===== src/rtl/ca6_pkg.sv =====
// rtl/ca6_pkg.sv - shared types and defaults for the ca6 engine scheduler
// Contents: q8_8_t operand type, sched_state_e FSM encoding, default START_CYCLES/TIMEOUT.
package ca6_pkg;

    typedef logic [15:0] q8_8_t;

    typedef enum logic [1:0] {
        SCHED_IDLE  = 2'd0,
        SCHED_START = 2'd1,
        SCHED_WAIT  = 2'd2,
        SCHED_RESP  = 2'd3
    } sched_state_e;

    localparam int DEF_START_CYCLES = 2;
    localparam int DEF_TIMEOUT      = 64;

endpackage


===== src/rtl/ca6_sched_if.sv =====
// rtl/ca6_sched_if.sv - requester-side and engine-side bundles for ca6_sched
// ca6_req_if: req_valid/req_x/req_y in, req_ready/rsp_valid/rsp_ans/rsp_err out (slave = scheduler).
// ca6_eng_if: eng_start/eng_x/eng_y to the engine, eng_ans/eng_done back (master = scheduler).
interface ca6_req_if #(
    parameter int N = 4
);
    import ca6_pkg::*;

    logic [N-1:0]        req_valid;
    q8_8_t [N-1:0]       req_x;
    logic [N-1:0][7:0]   req_y;
    logic [N-1:0]        req_ready;
    logic [N-1:0]        rsp_valid;
    q8_8_t               rsp_ans;
    logic                rsp_err;

    modport master (
        output req_valid, req_x, req_y,
        input  req_ready, rsp_valid, rsp_ans, rsp_err
    );

    modport slave (
        input  req_valid, req_x, req_y,
        output req_ready, rsp_valid, rsp_ans, rsp_err
    );
endinterface

interface ca6_eng_if;
    import ca6_pkg::*;

    logic        eng_start;
    q8_8_t       eng_x;
    logic [7:0]  eng_y;
    q8_8_t       eng_ans;
    logic        eng_done;

    modport master (
        output eng_start, eng_x, eng_y,
        input  eng_ans, eng_done
    );

    modport slave (
        input  eng_start, eng_x, eng_y,
        output eng_ans, eng_done
    );
endinterface


===== src/rtl/ca6_sched_rr_arbiter.sv =====
// rtl/ca6_sched_rr_arbiter.sv - combinational round-robin pick starting at rr_ptr
// Ports: req (N) in, rr_ptr in; grant (N, one-hot or zero) out, idx (encoded grant) out.
module rr_arbiter #(
    parameter int N = 4,
    localparam int IW = $clog2(N)
) (
    input  logic [N-1:0]  req,
    input  logic [IW-1:0] rr_ptr,
    output logic [N-1:0]  grant,
    output logic [IW-1:0] idx
);

    logic [IW:0]   cand;
    logic [IW-1:0] cand_idx;
    logic          found;

    // Scan N positions starting at rr_ptr; the extra bit keeps ptr+k from
    // overflowing before the wrap subtraction.
    always_comb begin
        grant    = '0;
        idx      = '0;
        found    = 1'b0;
        cand     = '0;
        cand_idx = '0;
        for (int k = 0; k < N; k++) begin
            cand = {1'b0, rr_ptr} + (IW+1)'(k);
            if (cand >= (IW+1)'(N)) begin
                cand = cand - (IW+1)'(N);
            end
            cand_idx = cand[IW-1:0];
            if (!found && req[cand_idx]) begin
                found           = 1'b1;
                grant[cand_idx] = 1'b1;
                idx             = cand_idx;
            end
        end
    end

endmodule


===== src/rtl/ca6_sched.sv =====
// rtl/ca6_sched.sv - round-robin scheduler sharing one ca6 engine among N requesters
// Ports: clk, rst_n (sync, active-low); req_bus (ca6_req_if.slave) requester side;
//        eng_bus (ca6_eng_if.master) engine side.
module ca6_sched
    import ca6_pkg::*;
#(
    parameter int N            = 4,
    parameter int START_CYCLES = DEF_START_CYCLES,
    parameter int TIMEOUT      = DEF_TIMEOUT
) (
    input  logic       clk,
    input  logic       rst_n,
    ca6_req_if.slave   req_bus,
    ca6_eng_if.master  eng_bus
);

    localparam int IW = $clog2(N);
    localparam int SW = $clog2(START_CYCLES + 1);
    localparam int WW = $clog2(TIMEOUT + 1);

    localparam logic [1:0] ST_IDLE  = SCHED_IDLE;
    localparam logic [1:0] ST_START = SCHED_START;
    localparam logic [1:0] ST_WAIT  = SCHED_WAIT;
    localparam logic [1:0] ST_RESP  = SCHED_RESP;

    logic [1:0]    state_q,  state_d;
    logic [IW-1:0] rr_ptr_q, rr_ptr_d;
    logic [IW-1:0] id_q,     id_d;
    q8_8_t         x_q,      x_d;
    logic [7:0]    y_q,      y_d;
    q8_8_t         ans_q,    ans_d;
    logic          err_q,    err_d;
    logic          done_q,   done_d;
    logic [SW-1:0] scnt_q,   scnt_d;
    logic [WW-1:0] wcnt_q,   wcnt_d;

    logic [N-1:0]  arb_grant;
    logic [IW-1:0] arb_idx;
    logic          accept;
    logic          done_edge;

    rr_arbiter #(.N(N)) u_arb (
        .req    (req_bus.req_valid),
        .rr_ptr (rr_ptr_q),
        .grant  (arb_grant),
        .idx    (arb_idx)
    );

    // Grant is gated by rst_n so nothing is accepted on a reset edge.
    assign accept    = (state_q == ST_IDLE) && rst_n && (|arb_grant);
    // done_q tracks eng_done in every state, so a level left high from the
    // previous job (or raised during START) never looks like a new edge.
    assign done_edge = eng_bus.eng_done && !done_q;

    always_comb begin
        state_d  = state_q;
        rr_ptr_d = rr_ptr_q;
        id_d     = id_q;
        x_d      = x_q;
        y_d      = y_q;
        ans_d    = ans_q;
        err_d    = err_q;
        done_d   = eng_bus.eng_done;
        scnt_d   = scnt_q;
        wcnt_d   = wcnt_q;
        case (state_q)
            ST_IDLE: begin
                if (accept) begin
                    id_d    = arb_idx;
                    x_d     = req_bus.req_x[arb_idx];
                    y_d     = req_bus.req_y[arb_idx];
                    scnt_d  = '0;
                    state_d = ST_START;
                end
            end
            ST_START: begin
                if (scnt_q == SW'(START_CYCLES - 1)) begin
                    wcnt_d  = '0;
                    state_d = ST_WAIT;
                end else begin
                    scnt_d = scnt_q + 1'b1;
                end
            end
            ST_WAIT: begin
                if (done_edge) begin
                    ans_d   = eng_bus.eng_ans;
                    err_d   = 1'b0;
                    state_d = ST_RESP;
                end else if (wcnt_q == WW'(TIMEOUT)) begin
                    ans_d   = '0;
                    err_d   = 1'b1;
                    state_d = ST_RESP;
                end else if (wcnt_q != '1) begin
                    wcnt_d = wcnt_q + 1'b1;
                end
            end
            ST_RESP: begin
                rr_ptr_d = (id_q == IW'(N - 1)) ? '0 : id_q + 1'b1;
                state_d  = ST_IDLE;
            end
            default: state_d = ST_IDLE;
        endcase
    end

    always_ff @(posedge clk) begin
        if (!rst_n) begin
            state_q  <= ST_IDLE;
            rr_ptr_q <= '0;
            id_q     <= '0;
            x_q      <= '0;
            y_q      <= '0;
            ans_q    <= '0;
            err_q    <= 1'b0;
            done_q   <= 1'b0;
            scnt_q   <= '0;
            wcnt_q   <= '0;
        end else begin
            state_q  <= state_d;
            rr_ptr_q <= rr_ptr_d;
            id_q     <= id_d;
            x_q      <= x_d;
            y_q      <= y_d;
            ans_q    <= ans_d;
            err_q    <= err_d;
            done_q   <= done_d;
            scnt_q   <= scnt_d;
            wcnt_q   <= wcnt_d;
        end
    end

    assign req_bus.req_ready = accept ? arb_grant : '0;
    assign req_bus.rsp_valid = (state_q == ST_RESP) ? (N'(1) << id_q) : '0;
    assign req_bus.rsp_ans   = (state_q == ST_RESP) ? ans_q : '0;
    assign req_bus.rsp_err   = (state_q == ST_RESP) && err_q;

    assign eng_bus.eng_start = (state_q == ST_START);
    assign eng_bus.eng_x     = x_q;
    assign eng_bus.eng_y     = y_q;

endmodule


===== src/flat_wrapper.sv =====
// flat-port wrapper written by rule: the top's interface ports become plain ports
module ca6_sched_flat import ca6_pkg::*;
#(
    parameter int N            = 4,
    parameter int START_CYCLES = DEF_START_CYCLES,
    parameter int TIMEOUT      = DEF_TIMEOUT
)
  (clk, rst_n, req_bus_req_valid, req_bus_req_x, req_bus_req_y, req_bus_req_ready, req_bus_rsp_valid, req_bus_rsp_ans, req_bus_rsp_err, eng_bus_eng_start, eng_bus_eng_x, eng_bus_eng_y, eng_bus_eng_ans, eng_bus_eng_done);
  ca6_req_if #(.N(N)) req_bus_i ();
  ca6_eng_if eng_bus_i ();
  input  logic clk;
  input  logic rst_n;
  input wire logic [$bits(req_bus_i.req_valid)-1:0] req_bus_req_valid;
  input wire logic [$bits(req_bus_i.req_x)-1:0] req_bus_req_x;
  input wire logic [$bits(req_bus_i.req_y)-1:0] req_bus_req_y;
  output wire logic [$bits(req_bus_i.req_ready)-1:0] req_bus_req_ready;
  output wire logic [$bits(req_bus_i.rsp_valid)-1:0] req_bus_rsp_valid;
  output wire logic [$bits(req_bus_i.rsp_ans)-1:0] req_bus_rsp_ans;
  output wire logic [$bits(req_bus_i.rsp_err)-1:0] req_bus_rsp_err;
  output wire logic [$bits(eng_bus_i.eng_start)-1:0] eng_bus_eng_start;
  output wire logic [$bits(eng_bus_i.eng_x)-1:0] eng_bus_eng_x;
  output wire logic [$bits(eng_bus_i.eng_y)-1:0] eng_bus_eng_y;
  input wire logic [$bits(eng_bus_i.eng_ans)-1:0] eng_bus_eng_ans;
  input wire logic [$bits(eng_bus_i.eng_done)-1:0] eng_bus_eng_done;
  assign req_bus_i.req_valid = req_bus_req_valid;
  assign req_bus_i.req_x = req_bus_req_x;
  assign req_bus_i.req_y = req_bus_req_y;
  assign req_bus_req_ready = req_bus_i.req_ready;
  assign req_bus_rsp_valid = req_bus_i.rsp_valid;
  assign req_bus_rsp_ans = req_bus_i.rsp_ans;
  assign req_bus_rsp_err = req_bus_i.rsp_err;
  assign eng_bus_eng_start = eng_bus_i.eng_start;
  assign eng_bus_eng_x = eng_bus_i.eng_x;
  assign eng_bus_eng_y = eng_bus_i.eng_y;
  assign eng_bus_i.eng_ans = eng_bus_eng_ans;
  assign eng_bus_i.eng_done = eng_bus_eng_done;
  ca6_sched #(.N(N), .START_CYCLES(START_CYCLES), .TIMEOUT(TIMEOUT)) u_core (.clk(clk), .rst_n(rst_n), .req_bus(req_bus_i), .eng_bus(eng_bus_i));
endmodule

===== config.mk =====
export PLATFORM = sky130hd
export DESIGN_NAME = ca6_sched_flat
export DESIGN_NICKNAME = d
export VERILOG_FILES = /design/src/rtl/ca6_pkg.sv /design/src/rtl/ca6_sched_if.sv /design/src/rtl/ca6_sched_rr_arbiter.sv /design/src/rtl/ca6_sched.sv /design/src/flat_wrapper.sv
export SDC_FILE = /design/constraint.sdc
export NUM_CORES = 1
export LEC_CHECK = 0
export ABC_AREA = 1
export CELL_PAD_IN_SITES_DETAIL_PLACEMENT = 0
export CELL_PAD_IN_SITES_GLOBAL_PLACEMENT = 1
export CORE_MARGIN = 4
export CORE_UTILIZATION = 26
export CTS_CLUSTER_SIZE = 40
export DETAILED_ROUTE_END_ITERATION = 10
export PLACE_DENSITY = 0.76
export SYNTH_ARGS = -nofsm -noshare
export SYNTH_HDL_FRONTEND = slang
export SYNTH_SLANG_ARGS = --single-unit

===== constraint.sdc =====
create_clock -name clk -period 2.6 [get_ports clk]
set_input_delay 0.39 -clock clk [delete_from_list [all_inputs] [get_ports clk]]
set_output_delay 0.39 -clock clk [all_outputs]
set_load 0.03 [all_outputs]

-- Word-level counts from Yosys, hierarchy flattened
Index checks and enable logic that the tools add are counted.
- bits in registers: 57
- bits of input ports: 119
- word-level logic and storage cells: 132
- $add $sub $neg: 10
- magnitude comparators: 13
- equality and inequality tests: 14
- shifts and indexed selects: 1
- muxes and demuxes: 56
- bitwise logic cells: 3
- reductions and logical operators: 25
- operators with widths (kind ; number):
    two-way mux 16 bit ; 4
    binary-select mux 16 bit (select 2 bit) ; 1
    two-way mux 2 bit ; 15
    two-way mux 7 bit ; 4
    two-way mux 4 bit ; 6
    binary-select mux 8 bit (select 2 bit) ; 1
    < comparator 2 x 3 -> 1 bit (second input constant) ; 5
    one-hot mux 7 bit (2 select lines) ; 1
    two-way mux 1 bit ; 13
    bitwise OR 4 bit ; 3
    logical AND 1 bit ; 11
    >= comparator 3 bit (second input constant) ; 3
    binary-select mux 1 bit (select 2 bit) ; 4
    demux 1 bit (select 2 bit) ; 4
    >= comparator 2 x 1 -> 1 bit (second input constant) ; 4
    two-way mux 8 bit ; 1
    one-hot mux 2 bit (4 select lines) ; 1
    subtractor 2 x 1 -> 2 bit (second input constant) ; 4
    adder 7 x 1 -> 7 bit (second input constant) ; 1
    == test 7 bit (second input constant) ; 1
    inequality test 7 bit (second input constant) ; 1
    adder 2 x 2 -> 3 bit (second input constant) ; 2
    == test 2 bit (second input constant) ; 3
    inequality test 2 x 1 -> 1 bit (second input constant) ; 3
    other kinds (15) ; 26

-- Longest topological paths before layout
Gate-level depths: netlist of run 1.
- depth in word-level cells: 18
- depth in mapped cells: 18
- depth with buffers taken out: 17

-- Modules after synthesis
From an unflattened synthesis of run 1, not the netlist that was laid out.
- cells, all modules: 613
- area, all modules: 3851.2 um^2
- modules (own cells, without submodules) (module ; instances ; cells an instance ; area each (um^2) ; seq. area each (um^2)):
    ca6_sched ; 1 ; 540 ; 3412.0 ; 1141.1
    rr_arbiter ; 1 ; 73 ; 439.2 ; 0.0

-- Least setup slack after synthesis of run 1
No wires, ideal clock.
- kind: register to output
- start: register u_core.rr_ptr_q[1]
- end: output req_bus_req_ready[0]
- arrival time: 2.497 ns
- required time: 2.210 ns
- slack: -0.287 ns
- cell stages (with the launch flop): 15
- path through: dfxtp_1 inv_1 ha_1 inv_1 nand3_1 nand2_1 nand2_1 nor2_2 nand2_1 nand3_1 nor2_1 nand2_1 nand2_2 clkbuf_1 a31oi_1
- word-level cells in the longest chain between the ends: 17
- elaborated cells between the ends (all ways): 62
- those cells by class: add/sub: 7; order compare: 12; mux: 28; bitwise: 3; reduce/logical: 12
- RTL lines (item ; line ; source):
    start, declared ; ca6_sched.sv:27 ; logic [IW-1:0] rr_ptr_q, rr_ptr_d;
    start signal, assigned ; ca6_sched.sv:119 ; rr_ptr_q <= rr_ptr_d;
    parallel branches: the longest is 13 deep, another holds adder 2 x 1 -> 3 bit ; -- ;
    two-way mux 4 bit * ; ca6_sched_rr_arbiter.sv:31 ; if (!found && req[cand_idx]) begin
    OR reduction 4 bit ; ca6_sched.sv:50 ; assign accept = (state_q == ST_IDLE) && rst_n && (|arb_grant);
    logical AND 1 bit ; ca6_sched.sv:50 ;
    two-way mux 4 bit * ; ca6_sched.sv:131 ; assign req_bus.req_ready = accept ? arb_grant : '0;
    end, declared ; flat_wrapper.sv:16 ; output wire logic [$bits(req_bus_i.req_ready)-1:0] req_bus_req_ready;
Mark *: on every way between the ends. The select of a mux whose other input is x is not followed.

-- Worst setup path after layout of run 1
- start: input req_bus_req_valid[2]
- end: output req_bus_req_ready[0]
- word-level cells in the longest chain between the ends: 15
- elaborated cells between the ends (all ways): 27
- those cells by class: mux: 16; bitwise: 3; reduce/logical: 8
- RTL lines (item ; line ; source):
    start, declared ; flat_wrapper.sv:13 ; input wire logic [$bits(req_bus_i.req_valid)-1:0] req_bus_req_valid;
    binary-select mux 1 bit (select 2 bit) ; ca6_sched_rr_arbiter.sv:31 ;
    two-way mux 1 bit (not written as such) ; ca6_sched_rr_arbiter.sv:31 ;
    two-way mux 1 bit ; ca6_sched_rr_arbiter.sv:31 ;
    zero test 1 bit ; ca6_sched_rr_arbiter.sv:31 ;
    logical AND 1 bit ; ca6_sched_rr_arbiter.sv:31 ;
    two-way mux 1 bit ; ca6_sched_rr_arbiter.sv:31 ;
    zero test 1 bit ; ca6_sched_rr_arbiter.sv:31 ;
    logical AND 1 bit ; ca6_sched_rr_arbiter.sv:31 ;
    two-way mux 1 bit ; ca6_sched_rr_arbiter.sv:31 ;
    zero test 1 bit ; ca6_sched_rr_arbiter.sv:31 ;
    logical AND 1 bit ; ca6_sched_rr_arbiter.sv:31 ;
    two-way mux 4 bit * ; ca6_sched_rr_arbiter.sv:31 ;
    OR reduction 4 bit ; ca6_sched.sv:50 ;
    logical AND 1 bit ; ca6_sched.sv:50 ;
    two-way mux 4 bit * ; ca6_sched.sv:131 ;
Mark *: on every way between the ends. The rest lies on a longest branch, timed or not. The select of a mux whose other input is x is not followed.

==> results of run 1 <==
## final cells by class
type | count | area, um2
Multi-Input combinational cell | 434 | 2301
Clock inverter | 6 | 67.56
Inverter | 88 | 337.8
Timing Repair Buffer | 207 | 2085
Tap cell | 184 | 230.2
Clock buffer | 10 | 239.0
Fill cell | 1514 | 8128
Sequential cell | 57 | 1146
## routing by layer
layer  global-route usage, %  vias up  part of all wire (%)
li1                        -     2304                     -
met1                   17.28     1947                    43
met2                   24.90      120                    48
met3                   5.153        8                   7.7
met4                   4.401        0                  0.90
met5                       0        -                     0
## worst register-to-register path, stage by stage (launching register included)
cell,delay [ps]
dfxtp_4,370
inv_6,40
ha_4,220
buf_6,120
nand2_2,60
nand2_2,60
nor2_4,170
nand4_1,160
nand3_1,120
nor2_1,40
nand2_1,90
nand2_4,90
buf_4,150
buf_4,120
buf_4,220
o21ai_0,180
a21oi_1,50
## flip-flops by register name, summed over array words and instances, names as in the netlist
name / flops
u_core.wcnt_q: 7
u_core.scnt_q: 2
u_core.eng_bus.eng_x: 16
u_core.state_q: 2
u_core.eng_bus.eng_y: 8
u_core.rr_ptr_q: 2
u_core.ans_q: 16
u_core.done_q: 1
u_core.err_q: 1
u_core.id_q: 2
## power groups by stage
stage          registers, mW  logic [mW]  clock network [mW]
6_report                1.28        3.06                1.20
5_1_grt                 1.32        3.40                1.27
4_1_cts                 1.29        3.06                1.24
3_5_place_dp            1.30        2.98                   0
3_3_place_gp            1.29        2.95                   0
2_1_floorplan           1.60        1.60                   0
## metrics by stage
stage               TNS, ps  power, mW
floorplan                 0      3.202
global placement     -23.58      4.240
detailed placement   -343.2      4.280
CTS                  -16.09      5.586
global route         -532.7      5.990
finish               -1.178      5.540
## worst min-delay path by stage
stage	to	depth (start not counted)	slack (ps)
2_1_floorplan	u_core.ans_q[10]	2	440
3_3_place_gp	u_core.ans_q[12]	2	450
3_5_place_dp	u_core.ans_q[13]	2	450
4_1_cts	u_core.ans_q[13]	2	460
5_1_grt	u_core.ans_q[13]	2	470
6_report	u_core.ans_q[13]	2	460
## Yosys cell counts (5+ instances only)
library cell	n
a21oi_1	43
clkbuf_1	12
nand3b_1	8
nor2_1	41
o211ai_1	21
dfxtp_1	57
buf_6	6
inv_1	82
ha_1	17
buf_2	7
nand3_1	57
nand4_1	5
nand2_1	205
## logic make-up after synthesis
kind of cell | share of synthesized area, %
XOR/XNOR | 0.2277
flip-flops | 29.66
adder cells (fa/ha/maj) | 5.528
buffers and inverters | 13.30
AO/OA/AOI/OAI | 13.69
AND/OR/NAND/NOR | 37.59
## repair_timing
item / in CTS / in global routing
gates resized for setup: 16 / 13
pin swaps: 9 / 8
setup buffers: 5 / 3
endpoints found under the setup margin: 4 / 21
==> results.toml, run 1 <==
[run_status]
status = "finished, violations left"
violations = "setup timing"

[sta]
fmax_mhz = 384.4
holdWs_ps = 457.6
rsz0062_at_grt = "yes"
maxSlewViolCount = 0
min_period_over_period_pct = 100.0
clock_skew_ps = 6.486
relSlewSlack_pct = 65.05
fin_ws_ps = -1.178
hold_viol = 0
setup_viol = 1
fin_crit_ps = 2601
worst_pin_slew_ps = 517.5

[worst_setup_path]
critPathMaxStageDelay_ps = 420
crit_required_ps = 2210
path_buf_inv = 3
crit_path_top_delay_cell = "clkdlybuf4s50_1"
rr_worst_depth = 16
arrival_ps = 2210
r2r_slack_ps = 210
rr_startpoint = "u_core.rr_ptr_q[0]"
cpMostUsedCell = "nand2_4"
critical_path_class = "in -> out"
path_depth = 13
crit_family = "simple AND/OR/NAND/NOR gates"
setup.worst_path.end_class = "output pin"
r2r_end = "u_core.id_q[1]"
path_cells = "clkdlybuf4s50_1, inv_1, nand2_4, nand3_4, nand2_4, nor2_4, nand4_1, nand3_1, nor2_1, nand2_1, nand2_4, a31oi_4, buf_12"
cp-endpoint = "req_bus_req_ready[0]"
cp-start-kind = "input port"
critPathMaxFanout = 8
crit_path_start = "req_bus_req_valid[2]"

[floorplan]
ioPinCount = 169
initial_core_util_pct = 26.47
core_region_area_um2 = 14530
die_w_um = 129.6
rows = 44
fp.dieH_um = 129.6
die-area_um2 = 16810

[finish]
final_common_cell = "nand2_1"
layout-drive-gt1-share_pct = 13.09
fin_util_pct = 44.08
nets = 933
final_cell_mix = "nand2_1 (195), clkdlybuf4s50_1 (162), inv_1 (77)"
finish.instance_area_um2 = 6406
fin_cells = 986
area_growth_pct = 66.50
diodes = 0

[job]
maxCapViolCount = 0

[drt]
wl_per_cell_um = 12.67
drtAntennaViolNets = 0
drc_errors = 0
vias = 4379
drtPass1Iterations = 4
viasPerCell = 4.441
drt_iter0_markers = 175
drt_wl_total_um = 12490

[yosys]
ys_warn_count = 0
synth_top_area_share_pct = 29.66
synth_seq_area_share_pct = 29.66
synthTopCellsByArea = "dfxtp_1 (30%), nand2_1 (20%), inv_1 (8.0%)"
synth-async-reset-ratio_pct = 0
yosys_most_used_dff = "dfxtp_1"
synth.avg_cell_area_um2 = 6.328
synth_edf_count = 0
synth_top_area_cell = "dfxtp_1"
syn-instance-count = 608
synth_area_um2 = 3847
ys_types = 38
synth_nets = 744
synth_seq_cells = 57

[grt]
overflow = 0
track_usage_pct = 14.61
antenna_found_initial = 0
grt_first_pass_wirelength_um = 19880
grt_pass1_vias = 4342
grt_max_degree = 54

[pwr]
clock_power_share_pct = 21.6
p_per_area_nw_per_um2 = 864.7
p_int_mw = 3.183
swShare_pct = 42.54
p_comb_share_pct = 55.3
seqPwrFrac_pct = 23.1
ir_drop_mv = 0.4034
p_sw_mw = 2.357
leakagePower_nw = 2.925

[hold_path]
hold_path_startpoint = "u_core.ans_q[13]"
holdCritPathClass = "reg -> reg"

[clocking]
clk_pin_slew_ps = 50
clockRootBuffer = "clkbuf_16"
clock_latency_ps = 330
hold_buffers = 0
cts_tree = "yes"
cts_buffers = 9
clockBufferDepth = 2
clock-sinks = 57
h-tree-depth = 3

[placement]
dpl_worst_slack_ps = -92.49
io_buffer_count = 168
dp_hpwl_um = 9749
place_congestion = 0.8723
dp_cells = 962
place_area_um2 = 5953
Power figures use the tool's default switching activity.
==> run 2: changes to the inputs <==
CTS_CLUSTER_DIAMETER = 100   (was unset)
==> results of run 2 <==
The final DEF is identical to that of run 1; final timing and power are the same.
==> run 3: changes to the inputs <==
CORE_UTILIZATION = 38   (was 26)
DONT_BUFFER_PORTS = 1   (was unset)
PLACE_DENSITY = 0.74   (was 0.76)
==> results.toml, run 3 (synthesis gave the netlist of run 1 again) <==
[placement]
dp_cells = 731
io_buffer_count = 0
dp_hpwl_um = 8280
place_congestion = 0.8912
dpl_worst_slack_ps = 81.72
place_area_um2 = 4053

[worst_setup_path]
crit_path_top_delay_cell = "dfxtp_4"
critPathMaxStageDelay_ps = 380
path_cells = "inv_6, ha_4, inv_4, nand2_2, nand2_2, nor2_4, nand4_1, nand3_1, nor2_1, nand2_1, nand2_4, a31oi_4"
setup.worst_path.end_class = "output pin"
path_depth = 12
rr_worst_depth = 16
critical_path_class = "reg -> out"
path_buf_inv = 2
critPathMaxFanout = 8
crit_family = "simple AND/OR/NAND/NOR gates"
crit_required_ps = 2210
cp-start-kind = "flip-flop"
arrival_ps = 2230
cpMostUsedCell = "nand2_2"

[pwr]
clock_power_share_pct = 19.7
power_mw = 4.669
swShare_pct = 47.82
p_int_mw = 2.436
p_per_area_nw_per_um2 = 1037
leakagePower_nw = 2.198
ir_drop_mv = 0.3693
seqPwrFrac_pct = 35.5
p_sw_mw = 2.233
p_comb_share_pct = 44.8

[grt]
track_usage_pct = 17.90
grt_max_degree = 48
antenna_found_initial = 1
grt_pass1_vias = 3460
grt_first_pass_wirelength_um = 16680
overflow = 0

[sta]
fin_ws_ps = -21.57
min_period_over_period_pct = 100.8
fin_crit_ps = 2622
worst_pin_slew_ps = 743.1
relSlewSlack_pct = 50.41
fmax_mhz = 381.5
clock_skew_ps = 10.21
hold_viol = 0
rsz0062_at_grt = "yes"
holdWs_ps = 153.5
maxSlewViolCount = 0
setup_tns_ps = -32.03
setup_viol = 2

[hold_path]
holdCritPathClass = "in -> reg"
hold_path_depth = 2

[finish]
finish.instance_area_um2 = 4502
n_fill_cell = 1058
final_common_cell = "nand2_1"
nets = 758
area_growth_pct = 17.01
diodes = 0
final_cell_mix = "nand2_1 (194), inv_1 (78), dfxtp_1 (55)"
fin_cells = 760
fin_util_pct = 45.85
layout-drive-gt1-share_pct = 15.31

[drt]
viasPerCell = 5.061
drtPass1Iterations = 4
drc_errors = 0
wl_per_cell_um = 14.59
drt_wl_total_um = 11090
vias = 3846
drtAntennaViolNets = 0
drt_iter0_markers = 250

[clocking]
clockRootBuffer = "clkbuf_8"
cts_tree = "yes"
clock_latency_ps = 340
h-tree-depth = 3
clockBufferDepth = 2
cts_buffers = 9
clk_pin_slew_ps = 70
hold_buffers = 0
clock-sinks = 57

[floorplan]
ioPinCount = 169
rows = 36
core_region_area_um2 = 9819
fp.dieH_um = 108.6
die-area_um2 = 11800
initial_core_util_pct = 39.18
die_w_um = 108.6

[job]
maxCapViolCount = 0

[run_status]
status = "finished, violations left"
violations = "setup timing"
## run 3: layout make-up
| cell class | instances | area (um2) | area share, % |
|---|---|---|---|
| timing repair buffer | 32 | 289.0 | 6.420 |
| multi-input combinational | 434 | 2328 | 51.72 |
| clock buffer | 9 | 123.9 | 2.752 |
| sequential | 57 | 1146 | 25.46 |
| inverter | 88 | 352.8 | 7.838 |
| clock inverter | 7 | 95.09 | 2.112 |
| tap | 133 | 166.4 | 3.697 |
## run 3: metal layers
metal  vias to the layer above  GRT usage (%)  wire, um
met4                         2          6.402       182
met2                       136          30.41      5511
met1                      1730          21.68      4601
li1                       1959              -         -
met5                         -              0        10
met3                        19          4.914       780
## run 3: worst paths after layout
path / start / to / slack [ps]
hold reg to reg: u_core.ans_q[12] / u_core.ans_q[12] / 460
setup / recovery: u_core.rr_ptr_q[0] / req_bus_req_ready[3] / -20
setup reg to reg: u_core.rr_ptr_q[0] / u_core.eng_bus.eng_y[1] / 160
hold / removal: rst_n / u_core.done_q / 150
## run 3: power by group through the flow
stage | Sequential, mW | Clock (mW) | Combinational (mW)
2_1_floorplan | 1.60 | 0 | 1.60
3_3_place_gp | 1.68 | 0 | 1.92
3_5_place_dp | 1.68 | 0 | 1.94
4_1_cts | 1.67 | 0.948 | 2.01
5_1_grt | 1.69 | 0.986 | 2.39
6_report | 1.66 | 0.920 | 2.09
## run 3: what timing repair did
action                     in CTS  in global routing
setup endpoints to repair       4                  7
gates resized for setup        10                 30
buffers inserted                8                  5
pin swaps                       8                 14
## run 3: worst register-to-register path: stages, from the launching register on
cell     delay (ps)
dfxtp_4         380
inv_6            40
ha_4            290
buf_4           120
nand3_2          70
nand2_2         100
nor2_4           70
a21oi_2         170
nand3_1          90
nor2_1          120
nand2_1         100
nand2_4         130
buf_4           120
buf_4           140
buf_6           200
nand2_1          90
a21oi_1         150
